### src/rtl/instr_fetch_unit.sv
// instr_fetch_unit: RV32I instruction fetch stage.
// Holds the PC, fetches one word per instruction over an imem_req/imem_ready
// handshake, presents the word and its decoded fields under a valid/ready
// handshake, and computes the next PC (sequential or redirect) on accept.

module instr_fetch_unit #(
  parameter logic [31:0] RESET_PC = 32'h0000_0000
) (
  input  logic        clk,
  input  logic        rst,
  output logic        imem_req,
  output logic [31:0] imem_addr,
  input  logic        imem_ready,
  input  logic [31:0] imem_rdata,
  output logic        instr_valid,
  input  logic        instr_ready,
  input  logic        pc_src,
  input  logic [31:0] imm_ext,
  output logic [31:0] instr,
  output logic [31:0] pc,
  output logic [31:0] pc_plus4,
  output logic [6:0]  op,
  output logic [2:0]  funct3,
  output logic [6:0]  funct7,
  output logic [4:0]  rs1,
  output logic [4:0]  rs2,
  output logic [4:0]  rd
);

  // addi x0, x0, 0 -- harmless contents for the instruction register after reset
  localparam logic [31:0] NOP = 32'h0000_0013;

  typedef enum logic [1:0] {
    IDLE  = 2'b00,
    FETCH = 2'b01,
    VALID = 2'b10
  } state_t;

  state_t      state;
  state_t      state_next;
  logic [31:0] pc_next;
  logic [31:0] instr_next;
  logic [31:0] pc_target;
  logic [31:0] pc_seq;
  logic [31:0] pc_redirect;

  // Word-align an address by clearing its two low bits.
  function automatic logic [31:0] word_align(input logic [31:0] addr);
    word_align = {addr[31:2], 2'b00};
  endfunction

  // Candidate next-PC values; both additions wrap modulo 2^32.
  always_comb begin
    pc_seq      = pc + 32'd4;
    pc_redirect = pc + imm_ext;
    if (pc_src) begin
      pc_target = word_align(pc_redirect);
    end else begin
      pc_target = word_align(pc_seq);
    end
  end

  // State, PC and instruction register; reset is asynchronous so a reset in
  // the middle of a fetch drops imem_req and discards any in-flight response.
  always_ff @(posedge clk or posedge rst) begin
    if (rst) begin
      state <= IDLE;
      pc    <= RESET_PC;
      instr <= NOP;
    end else begin
      state <= state_next;
      pc    <= pc_next;
      instr <= instr_next;
    end
  end

  // Next-state logic: capture the memory word in FETCH, advance the PC only
  // when the consumer accepts in VALID, so no wrong-path fetch is ever issued.
  always_comb begin
    state_next = state;
    pc_next    = pc;
    instr_next = instr;
    case (state)
      IDLE: begin
        state_next = FETCH;
      end
      FETCH: begin
        if (imem_ready) begin
          instr_next = imem_rdata;
          state_next = VALID;
        end else begin
          state_next = FETCH;
        end
      end
      VALID: begin
        if (instr_ready) begin
          pc_next    = pc_target;
          state_next = FETCH;
        end else begin
          state_next = VALID;
        end
      end
      default: begin
        state_next = IDLE;
      end
    endcase
  end

  // Handshake outputs are pure decodes of the state register, so they are
  // glitch-free and mutually exclusive by construction.
  always_comb begin
    imem_req    = (state == FETCH);
    instr_valid = (state == VALID);
    imem_addr   = pc;
  end

  // Link address and instruction field slices.
  always_comb begin
    pc_plus4 = pc + 32'd4;
    op       = instr[6:0];
    rd       = instr[11:7];
    funct3   = instr[14:12];
    rs1      = instr[19:15];
    rs2      = instr[24:20];
    funct7   = instr[31:25];
  end

  instr_fetch_unit_checker u_checker (
    .clk        (clk),
    .rst        (rst),
    .imem_req   (imem_req),
    .imem_addr  (imem_addr),
    .imem_ready (imem_ready),
    .instr_valid(instr_valid)
  );

endmodule

// instr_fetch_unit_checker: protocol properties of the fetch stage.
module instr_fetch_unit_checker (
  input logic        clk,
  input logic        rst,
  input logic        imem_req,
  input logic [31:0] imem_addr,
  input logic        imem_ready,
  input logic        instr_valid
);

  // Request and valid are never high together.
  req_valid_exclusive: assert property (
    @(posedge clk) disable iff (rst) !(imem_req && instr_valid)
  );

  // A pending request keeps its address until memory answers.
  req_addr_stable: assert property (
    @(posedge clk) disable iff (rst)
      (imem_req && !imem_ready) |=> (imem_req && $stable(imem_addr))
  );

endmodule

### config.mk
export PLATFORM = sky130hd
export DESIGN_NAME = instr_fetch_unit
export DESIGN_NICKNAME = d
export VERILOG_FILES = /design/src/rtl/instr_fetch_unit.sv
export SDC_FILE = /design/constraint.sdc
export NUM_CORES = 1
export LEC_CHECK = 0
export CAP_MARGIN = 20
export CORE_MARGIN = 2
export CORE_UTILIZATION = 40
export CTS_BUF_LIST = sky130_fd_sc_hd__clkbuf_4
export DETAILED_ROUTE_END_ITERATION = 8
export PLACE_DENSITY = 0.79
export SLEW_MARGIN = 30
export SYNTH_ARGS = -nofsm -noshare
export SYNTH_HDL_FRONTEND = slang
export SYNTH_SLANG_ARGS = --single-unit
export TNS_END_PERCENT = 1
### constraint.sdc
create_clock -name clk -period 2.7 [get_ports clk]
set_input_delay 0.54 -clock clk [delete_from_list [all_inputs] [get_ports clk]]
set_output_delay 0.54 -clock clk [all_outputs]
set_load 0.03 [all_outputs]
==> results.json, run 1 <==
{
  "status": "finished, violations left",
  "failed_checks": "setup timing",
  "setup_viol": 14,
  "clk_latency_ps": 420,
  "netlist_area_um2": 5398,
  "finish.utilization_pct": 64.87,
  "cts_made_buffers": 9,
  "path_clk_slew_ps": 130,
  "fin_skew_ps": 26.36,
  "rows": 42,
  "drt-total-wl_um": 17710,
  "synth-seq-cells": 64,
  "antenna_found_initial": 0,
  "cts_buffer_depth": 2,
  "cts_hold_buffers": 0,
  "grt_pass1_vias": 5379,
  "clockRootBuffer": "clkbuf_4",
  "maxCapViolations": 0,
  "layout_min_cycle_time_ps": 2808,
  "p_per_area_nw_per_um2": 1328,
  "post_drt_wl_per_cell_um": 16.68,
  "end_kind": "primary output",
  "netlist_instances": 629,
  "fmax_ghz": 0.3562,
  "drc": 0,
  "peakVddDrop_v": 0.0007552,
  "start_util_pct": 40.92,
  "gr-total-overflow": 0,
  "vias_per_cell": 5.261,
  "tightest_slew_ps": 655.2,
  "core_area_um2": 13190,
  "multi_input_area_um2": 3498,
  "cts_tree": "built",
  "ctsHtreeMaxLevel": 3,
  "num_antenna_cells": 0,
  "area_growth_syn_to_layout_pct": 58.53,
  "synth_edf_count": 0,
  "cp-start-kind": "register",
  "die_x_um": 120.2,
  "track_usage_pct": 23.75,
  "cp.required_ps": 2160,
  "ff_latch_area_um2": 1622,
  "relSlewSlack_pct": 56.27,
  "chipHeight_um": 120.2,
  "p_leak_nw": 3.651,
  "drive_gt1_share_pct": 27.88,
  "setup_ws_ps": -107.6,
  "seq_area_frac_synth_pct": 29.74,
  "cts.sinks": 64,
  "avgSynthCellArea_um2": 8.581,
  "hold_path_class": "in -> async",
  "die_area_um2": 14440,
  "nFillCells": 1058,
  "io_pins": 231,
  "grt_max_degree": 41,
  "post-place-cells": 1038,
  "grt_pass1_wl_um": 27320,
  "yosys_warnings": 0,
  "synth_top_flop_cell": "dfrtp_1",
  "finalMaxSlewViolations": 0,
  "rsz0062_at_grt": "true",
  "nNetsFinal": 981,
  "timing_worst_setup_path_type": "reg -> out",
  "gp_congestion": 0.9050,
  "vias": 5587,
  "ant_nets": 0,
  "ys_async_sr_fraction_pct": 100.0,
  "worstPathMaxFanout": 6,
  "drt_iter0_markers": 358,
  "arrival_ps": 2270,
  "period_share_pct": 104.0,
  "synth_cell_type_count": 66,
  "final_cells": 1062,
  "hold_viol_final": 0,
  "io_buffers": 222,
  "drt_first_pass_iters": 7,
  "dpl.hpwl_um": 13520
}
-- timing repair --
item / 4_1_cts / 5_1_grt
pin swaps: 9 / 16
resized for setup: 53 / 37
cloned: 0 / 0
hold endpoints to repair: 0 / 0
endpoints found under the setup margin: 32 / 37
buffers inserted: 5 / 3
-- worst paths after layout --
path	from	endpoint	slack, ps	cells after the start
setup / recovery	imem_addr[22]$_DFFE_PP0P_	pc_plus4[31]	-110	7
hold / removal	rst	imem_addr[6]$_DFFE_PP0P_	390	2
setup reg to reg	imem_addr[3]$_DFFE_PP0P_	imem_addr[19]$_DFFE_PP0P_	-50	10
hold reg to reg	state[1]$_DFF_PP0_	state[0]$_DFF_PP0_	500	1
max in group asynchronous	rst	imem_addr[11]$_DFFE_PP0P_	1670	3
min in group clk	state[1]$_DFF_PP0_	state[0]$_DFF_PP0_	500	1
-- synthesized netlist by cell type, drive strengths merged (6+ instances only) --
cell type | number | share of area [%]
a22oi | 6 | 0.83
and3 | 9 | 1.1
nor2b | 6 | 0.70
clkbuf | 17 | 1.2
mux2 | 33 | 6.9
a21oi | 48 | 4.5
ha | 30 | 7.0
buf | 70 | 9.7
a31oi | 8 | 0.93
nand3 | 25 | 2.4
xnor2 | 27 | 4.4
a21o | 7 | 0.97
nor2 | 49 | 3.5
inv | 11 | 0.76
xor2 | 21 | 3.4
nand2 | 62 | 4.3
nor4 | 6 | 0.70
nand4 | 8 | 1.0
nor3 | 12 | 1.3
dfrtp | 61 | 28
o21ai | 47 | 4.4
-- per-layer routing --
layer,track usage (%),part of all wire (%),vias to the layer above
li1,-,-,2679
met1,30.72,42,2618
met2,40.23,49,262
met3,4.658,7.9,28
met4,6.691,1.6,0
met5,0,0,-
-- layout make-up --
type / count / area share, %
clock buffer: 10 / 0.8773
clock inverter: 6 / 0.4240
inverter: 11 / 0.4825
multi-input combinational: 472 / 40.88
sequential: 64 / 18.95
tap: 176 / 2.573
timing repair buffer: 323 / 35.81
-- cells by family (layout without fill, tap and decap cells) --
logic type,after synthesis,count (layout),share of synthesized area [%]
adders and majority gates,31,31,7.325
and+or+nand+nor,201,201,18.66
buffers and inverters,98,350,11.64
DFF,64,64,29.74
other,1,6,0.06947
muxes,38,38,7.812
AOI/OAI and AO/OA,148,148,16.97
xor gates and xnor gates,48,48,7.789
-- report_power, final --
part           total, mW  internal, mW  switching (mW)
clock              0.579         0.193           0.386
combinational       8.73          3.95            4.78
sequential          2.06          1.45           0.607
-- worst max-delay path, cell delays in order, from the launching register on --
cell and delay (ps):
dfrtp_2 460, inv_1 140, nor2_1 230, and4_2 350
and3_4 240, nand3_2 110, xnor2_2 160, buf_6 150
-- layout by cell type (no fill, tap or decap), types with 4 or more instances in the layout --
master           synthesis  layout
a21o_1                   7       7
a21oi_1                 47      41
a21oi_2                  1       6
a22oi_1                  6       6
a31oi_1                  8       8
and3_1                   8       5
and3_4                   0       4
buf_12                   0       9
buf_4                   69     103
buf_6                    0      10
clkbuf_4                 0      10
clkdlybuf4s50_1          0     194
conb_1                   1       6
dfrtp_1                 61      48
dfrtp_2                  0      13
ha_1                    30      27
inv_1                   11      10
mux2_2                  33      33
mux2i_1                  5       5
nand2_1                 62      62
nand3_1                 24      19
nand4_1                  7       7
nor2_1                  48      45
nor2b_1                  6       6
nor3_1                  11       9
nor4_1                   6       5
o21ai_0                 44      41
o21ai_1                  3       6
xnor2_1                 27      17
xnor2_2                  0       9
xor2_1                  21      18
-- flip-flops by register name, summed over array words and instances (netlist names) --
register and flops:
instr 32, imem_addr 30, state 2
-- through the flow --
stage	cell area, µm²	worst slack [ps]	TNS (ps)	power (mW)	hold slack, ps
4_1_cts	8396	-165.8	-1339	11.18	382.8
6_report	8557	-107.6	-627.1	11.36	391.1
3_5_place_dp	8038	-714.9	-8414	10.39	485.3
2_1_floorplan	5441	-81.78	-185.4	7.342	455.1
5_1_grt	8557	-227.9	-3248	12.01	402.3
3_3_place_gp	8038	-679.7	-7575	10.30	482.6
(Power assumes the default switching activity.)
==> run 2: changes to the inputs <==
--- a/config.mk
+++ b/config.mk
@@ -10,6 +10,7 @@
 export CORE_UTILIZATION = 40
 export CTS_BUF_LIST = sky130_fd_sc_hd__clkbuf_4
 export DETAILED_ROUTE_END_ITERATION = 8
+export GPL_ROUTABILITY_DRIVEN = 0
 export PLACE_DENSITY = 0.79
 export SLEW_MARGIN = 30
 export SYNTH_ARGS = -nofsm -noshare
==> results.json, run 2 (synthesis gave the netlist of run 1 again) <==
{
  "period_share_pct": 105.2,
  "clockRootBuffer": "clkbuf_4",
  "end_kind": "primary output",
  "grt_pass1_vias": 5345,
  "total_power_mw": 11.47,
  "ant_nets": 0,
  "track_usage_pct": 23.39,
  "drt_iter0_markers": 356,
  "post_drt_wl_per_cell_um": 16.42,
  "drt-total-wl_um": 17510,
  "grt_pass1_wl_um": 26770,
  "start_util_pct": 40.92,
  "chipHeight_um": 120.2,
  "vias": 5631,
  "tightest_slew_ps": 681.1,
  "cp-start-kind": "register",
  "die_x_um": 120.2,
  "vias_per_cell": 5.282,
  "fmax_ghz": 0.3522,
  "grt_max_degree": 41,
  "final_cell_area_um2": 8567,
  "num_antenna_cells": 0,
  "p_per_area_nw_per_um2": 1339,
  "hold_path_class": "in -> async",
  "mostFrequentLayoutCells": "194 x clkdlybuf4s50_1, 110 x buf_4, 62 x nand2_1",
  "peakVddDrop_v": 0.0006565,
  "nNetsFinal": 985,
  "rsz0062_at_grt": "true",
  "maxCapViolations": 0,
  "gr-total-overflow": 0,
  "finalMaxSlewViolations": 0,
  "die_area_um2": 14440,
  "core_area_um2": 13190,
  "cts_hold_buffers": 0,
  "drc": 0,
  "cts_made_buffers": 9,
  "dpl_cell_area_um2": 8038,
  "area_growth_syn_to_layout_pct": 58.72,
  "io_buffers": 222,
  "p_leak_nw": 3.669,
  "cts.sinks": 64,
  "regMostFlops": "instr",
  "drt_first_pass_iters": 5,
  "cts_tree": "built",
  "setup_ws_ps": -139.4,
  "drive_gt1_share_pct": 27.53,
  "rows": 42,
  "layout_min_cycle_time_ps": 2839,
  "io_pins": 231,
  "antenna_found_initial": 0,
  "failed_checks": "setup timing",
  "cp.required_ps": 2160,
  "clk_latency_ps": 440,
  "cts_buffer_depth": 2,
  "relSlewSlack_pct": 54.54,
  "arrival_ps": 2300,
  "finish.utilization_pct": 64.95,
  "hold_viol_final": 0,
  "largest_reg_flops": 32,
  "dpl.hpwl_um": 13270,
  "setup_viol": 13,
  "ctsHtreeMaxLevel": 3,
  "fin_skew_ps": 19.01,
  "status": "finished, violations left",
  "timing_worst_setup_path_type": "reg -> out",
  "worstPathMaxFanout": 5,
  "final_common_cell": "clkdlybuf4s50_1",
  "path_clk_slew_ps": 130
}
## run 2: repair_timing
action | CTS | global route
buffers inserted | 2 | 10
hold endpoints to repair | 0 | 0
pin swaps | 7 | 12
setup endpoints to repair | 33 | 37
gates resized for setup | 44 | 32
## run 2: through the flow
stage               std cells  hold slack, ps  TNS, ps  worst slack [ps]
finish                   1066           392.7    -1033            -139.4
global route             1066           419.2    -3714            -222.3
CTS                      1056           385.4    -1763            -187.5
detailed placement       1038           497.4    -8576            -709.3
global placement         1038           482.4    -7545            -653.5
floorplan                 634           455.1   -185.4            -81.78
## run 2: where the power goes
part / total (mW) / internal, mW / switching, mW
sequential: 2.03 / 1.45 / 0.586
clock: 0.766 / 0.381 / 0.386
combinational: 8.67 / 3.93 / 4.75
total: 11.5 / 5.76 / 5.72
## run 2: critical path, stage by stage, from the launching register on
cell	delay [ps]
dfrtp_2	410
buf_6	110
nand4_4	140
nor3_4	250
and3_4	290
and3_4	220
nand3_4	90
xnor2_2	180
buf_6	150
## run 2: area by class of cell
cell class	instances	area, µm²
clock buffer	10	75.07
clock inverter	6	83.83
inverter	11	41.29
tap	176	220.2
timing repair buffer	327	3077
sequential	64	1620
fill	1065	4623
multi-input combinational	472	3450
## run 2: per-layer routing
layer	share of wire, %	global-route usage (%)
met1	41	29.05
met2	50	40.45
met3	8.0	4.705
met4	1.5	7.721
met5	0	0
## run 2: path summary, 6_finish.rpt
check | start | endpoint | slack [ps] | depth (start not counted)
worst max-delay path | imem_addr[3]$_DFFE_PP0P_ | pc_plus4[31] | -140 | 8
worst min-delay path | rst | imem_addr[6]$_DFFE_PP0P_ | 390 | 2
worst max register to register | imem_addr[2]$_DFFE_PP0P_ | imem_addr[21]$_DFFE_PP0P_ | -50 | 10
worst min register to register | state[1]$_DFF_PP0_ | state[0]$_DFF_PP0_ | 520 | 1
max in group asynchronous | rst | instr[1]$_DFFE_PP1P_ | 1700 | 3
min in group clk | pc_src | imem_addr[2]$_DFFE_PP0P_ | 480 | 3
==> run 3: changes to the inputs <==
--- a/config.mk
+++ b/config.mk
@@ -5,13 +5,15 @@
 export SDC_FILE = /design/constraint.sdc
 export NUM_CORES = 1
 export LEC_CHECK = 0
+export ABC_AREA = 1
 export CAP_MARGIN = 20
+export CORE_ASPECT_RATIO = 0.6
 export CORE_MARGIN = 2
-export CORE_UTILIZATION = 40
+export CORE_UTILIZATION = 42
 export CTS_BUF_LIST = sky130_fd_sc_hd__clkbuf_4
 export DETAILED_ROUTE_END_ITERATION = 8
 export GPL_ROUTABILITY_DRIVEN = 0
-export PLACE_DENSITY = 0.79
+export PLACE_DENSITY = 0.8
 export SLEW_MARGIN = 30
 export SYNTH_ARGS = -nofsm -noshare
 export SYNTH_HDL_FRONTEND = slang
==> results.json, run 3 <==
{
  "die_area_um2": 15510,
  "total_power_mw": 11.97,
  "hold_path_class": "in -> async",
  "hold_viol_final": 0,
  "cts_made_buffers": 9,
  "avgSynthCellArea_um2": 6.745,
  "end_kind": "primary output",
  "start_util_pct": 42.49,
  "synth_simple_gate_area_share_pct": 33.77,
  "ant_nets": 0,
  "drt-total-wl_um": 22040,
  "finalMaxSlewViolations": 0,
  "rr_endpoint": "imem_addr[26]$_DFFE_PP0P_",
  "grt_pass1_vias": 6421,
  "synth-seq-cells": 64,
  "tns_ps": 0,
  "dp_slack_ps": -106.6,
  "maxCapViolations": 0,
  "antenna_found_initial": 0,
  "mostFrequentLayoutCells": "279 x nand2_1, 194 x clkdlybuf4s50_1, 109 x inv_1",
  "synth_top_family_by_area": "simple AND/OR/NAND/NOR gates",
  "timing_worst_setup_path_type": "reg -> out",
  "synth_top_flop_cell": "dfrtp_1",
  "period_share_pct": 98.60,
  "nNetsFinal": 1202,
  "tightest_slew_ps": 506.9,
  "ff_latch_area_um2": 1614,
  "post_cts_buffers": 0,
  "arrival_ps": 2120,
  "reg2regPathDepth": 13,
  "reg2reg_from": "imem_addr[2]$_DFFE_PP0P_",
  "drt_iter0_markers": 655,
  "gr-total-overflow": 0,
  "rsz0062_at_grt": "true",
  "dpl_cell_area_um2": 8441,
  "die_x_um": 159.5,
  "final_cell_area_um2": 8635,
  "synth_fa_ha_area_share_pct": 6.491,
  "grt_pass1_wl_um": 34270,
  "largest_reg_flops": 32,
  "worstPathMaxFanout": 5,
  "netlist_top_cells_area": "dfrtp_1 25%, nand2_1 18%, buf_4 8.4%",
  "muxShareOfSynthArea_pct": 5.916,
  "cts_tree": "built",
  "vias_per_cell": 5.167,
  "netlist_area_um2": 6091,
  "regMostFlops": "instr",
  "post_drt_wl_per_cell_um": 16.89,
  "path_clk_slew_ps": 120,
  "io_buffers": 222,
  "layout_min_cycle_time_ps": 2662,
  "ys_async_sr_fraction_pct": 100.0,
  "status": "completed",
  "synth_cell_type_count": 43,
  "setup_viol": 0,
  "track_usage_pct": 27.95,
  "rows": 34,
  "drc": 0,
  "synth_compound_area_share_pct": 7.334,
  "seq_area_frac_synth_pct": 26.36,
  "dpl.hpwl_um": 17580,
  "fmax_ghz": 0.3756,
  "clk_latency_ps": 430,
  "synth_common_cells": "284 x nand2_1, 111 x inv_1, 73 x nand3_1, 68 x buf_4, 67 x nor2_1",
  "synthDominantCellAreaShare_pct": 25.06,
  "final_common_cell": "nand2_1",
  "p_per_area_nw_per_um2": 1387,
  "post-place-cells": 1289,
  "cp.required_ps": 2160,
  "area_growth_syn_to_layout_pct": 41.76,
  "drt_first_pass_iters": 5,
  "netlist_instances": 903,
  "multi_input_area_um2": 3571,
  "cts_buffer_depth": 2,
  "synth_xor_xnor_area_share_pct": 3.574,
  "drive_gt1_share_pct": 14.63,
  "ctsHtreeMaxLevel": 3,
  "num_antenna_cells": 0,
  "setup_ws_ps": 37.71,
  "nFillCells": 1284,
  "final_cells": 1305,
  "cts.sinks": 64,
  "clockRootBuffer": "clkbuf_4",
  "cp-start-kind": "register",
  "peakVddDrop_v": 0.0009293,
  "grt_max_degree": 43,
  "core_area_um2": 14340,
  "p_leak_nw": 4.290,
  "io_pins": 231,
  "yosysTopAreaCell": "dfrtp_1",
  "rrSetupSlack_ps": 190,
  "synth.most_common_cell": "nand2_1",
  "fin_skew_ps": 18.93,
  "chipHeight_um": 97.28,
  "vias": 6743,
  "synth_edf_count": 0,
  "relSlewSlack_pct": 66.16,
  "cts_hold_buffers": 0,
  "yosys_warnings": 0
}
-- run 3: area by class of cell --
type,instances,share of cell area (%)
inverter,114,4.956
clock inverter,6,0.7100
sequential,64,18.69
clock buffer,10,0.8694
timing repair buffer,266,30.55
tap,198,2.869
multi-input combinational,647,41.36
-- run 3: cell families after synthesis --
group,count (synthesis)
simple gates,474
buf+inv,197
flops,64
mux,32
compound gates,80
xor+xnor,24
fa+ha+maj,31
other cells,1
-- run 3: metrics by stage --
stage,hold WS (ps),util (%)
after detailed placement,499.4,58.88
final,458.4,60.23
after global placement,472.1,58.88
after global routing,465.5,60.23
after CTS,457.2,59.94
after floorplan,457.5,-
-- run 3: worst max-delay path by stage --
stage,endpoint,from,slack (ps),cells after the start
2_1_floorplan,pc_plus4[12],imem_addr[3]$_DFFE_PP0P_,230,5
5_1_grt,pc_plus4[20],imem_addr[3]$_DFFE_PP0P_,-70,9
4_1_cts,pc_plus4[20],imem_addr[3]$_DFFE_PP0P_,-60,9
3_3_place_gp,imem_addr[18]$_DFFE_PP0P_,imm_ext[2],-40,13
6_report,pc_plus4[20],imem_addr[3]$_DFFE_PP0P_,40,9
3_5_place_dp,imem_addr[26]$_DFFE_PP0P_,imm_ext[2],-110,13
-- run 3: report_power, final --
group	internal (mW)	switching (mW)	total (mW)
registers	1.45	0.554	2.01
clock network	0.289	0.395	0.685
logic	3.65	5.63	9.28
-- run 3: worst max-delay path: stages, from the launching register on --
cell	delay (ps)
dfrtp_2	460
ha_4	170
nand3_2	120
nor2_4	140
nand2_4	90
nor2_8	90
nand2_1	90
o21ai_2	150
nand2_1	100
clkdlybuf4s15_2	290
-- run 3: repair_timing --
action / CTS / global route
endpoints found under the setup margin: 15 / 23
pin swaps: 1 / 2
hold endpoints to repair: 0 / 0
gates resized for setup: 23 / 29
-- run 3: per-layer routing --
metal	GRT usage (%)	wire, µm	up-vias
met2	43.16	9677	407
li1	-	-	3211
met5	0	0	-
met1	39.29	9502	3098
met4	5.175	247	0
met3	7.939	2611	27
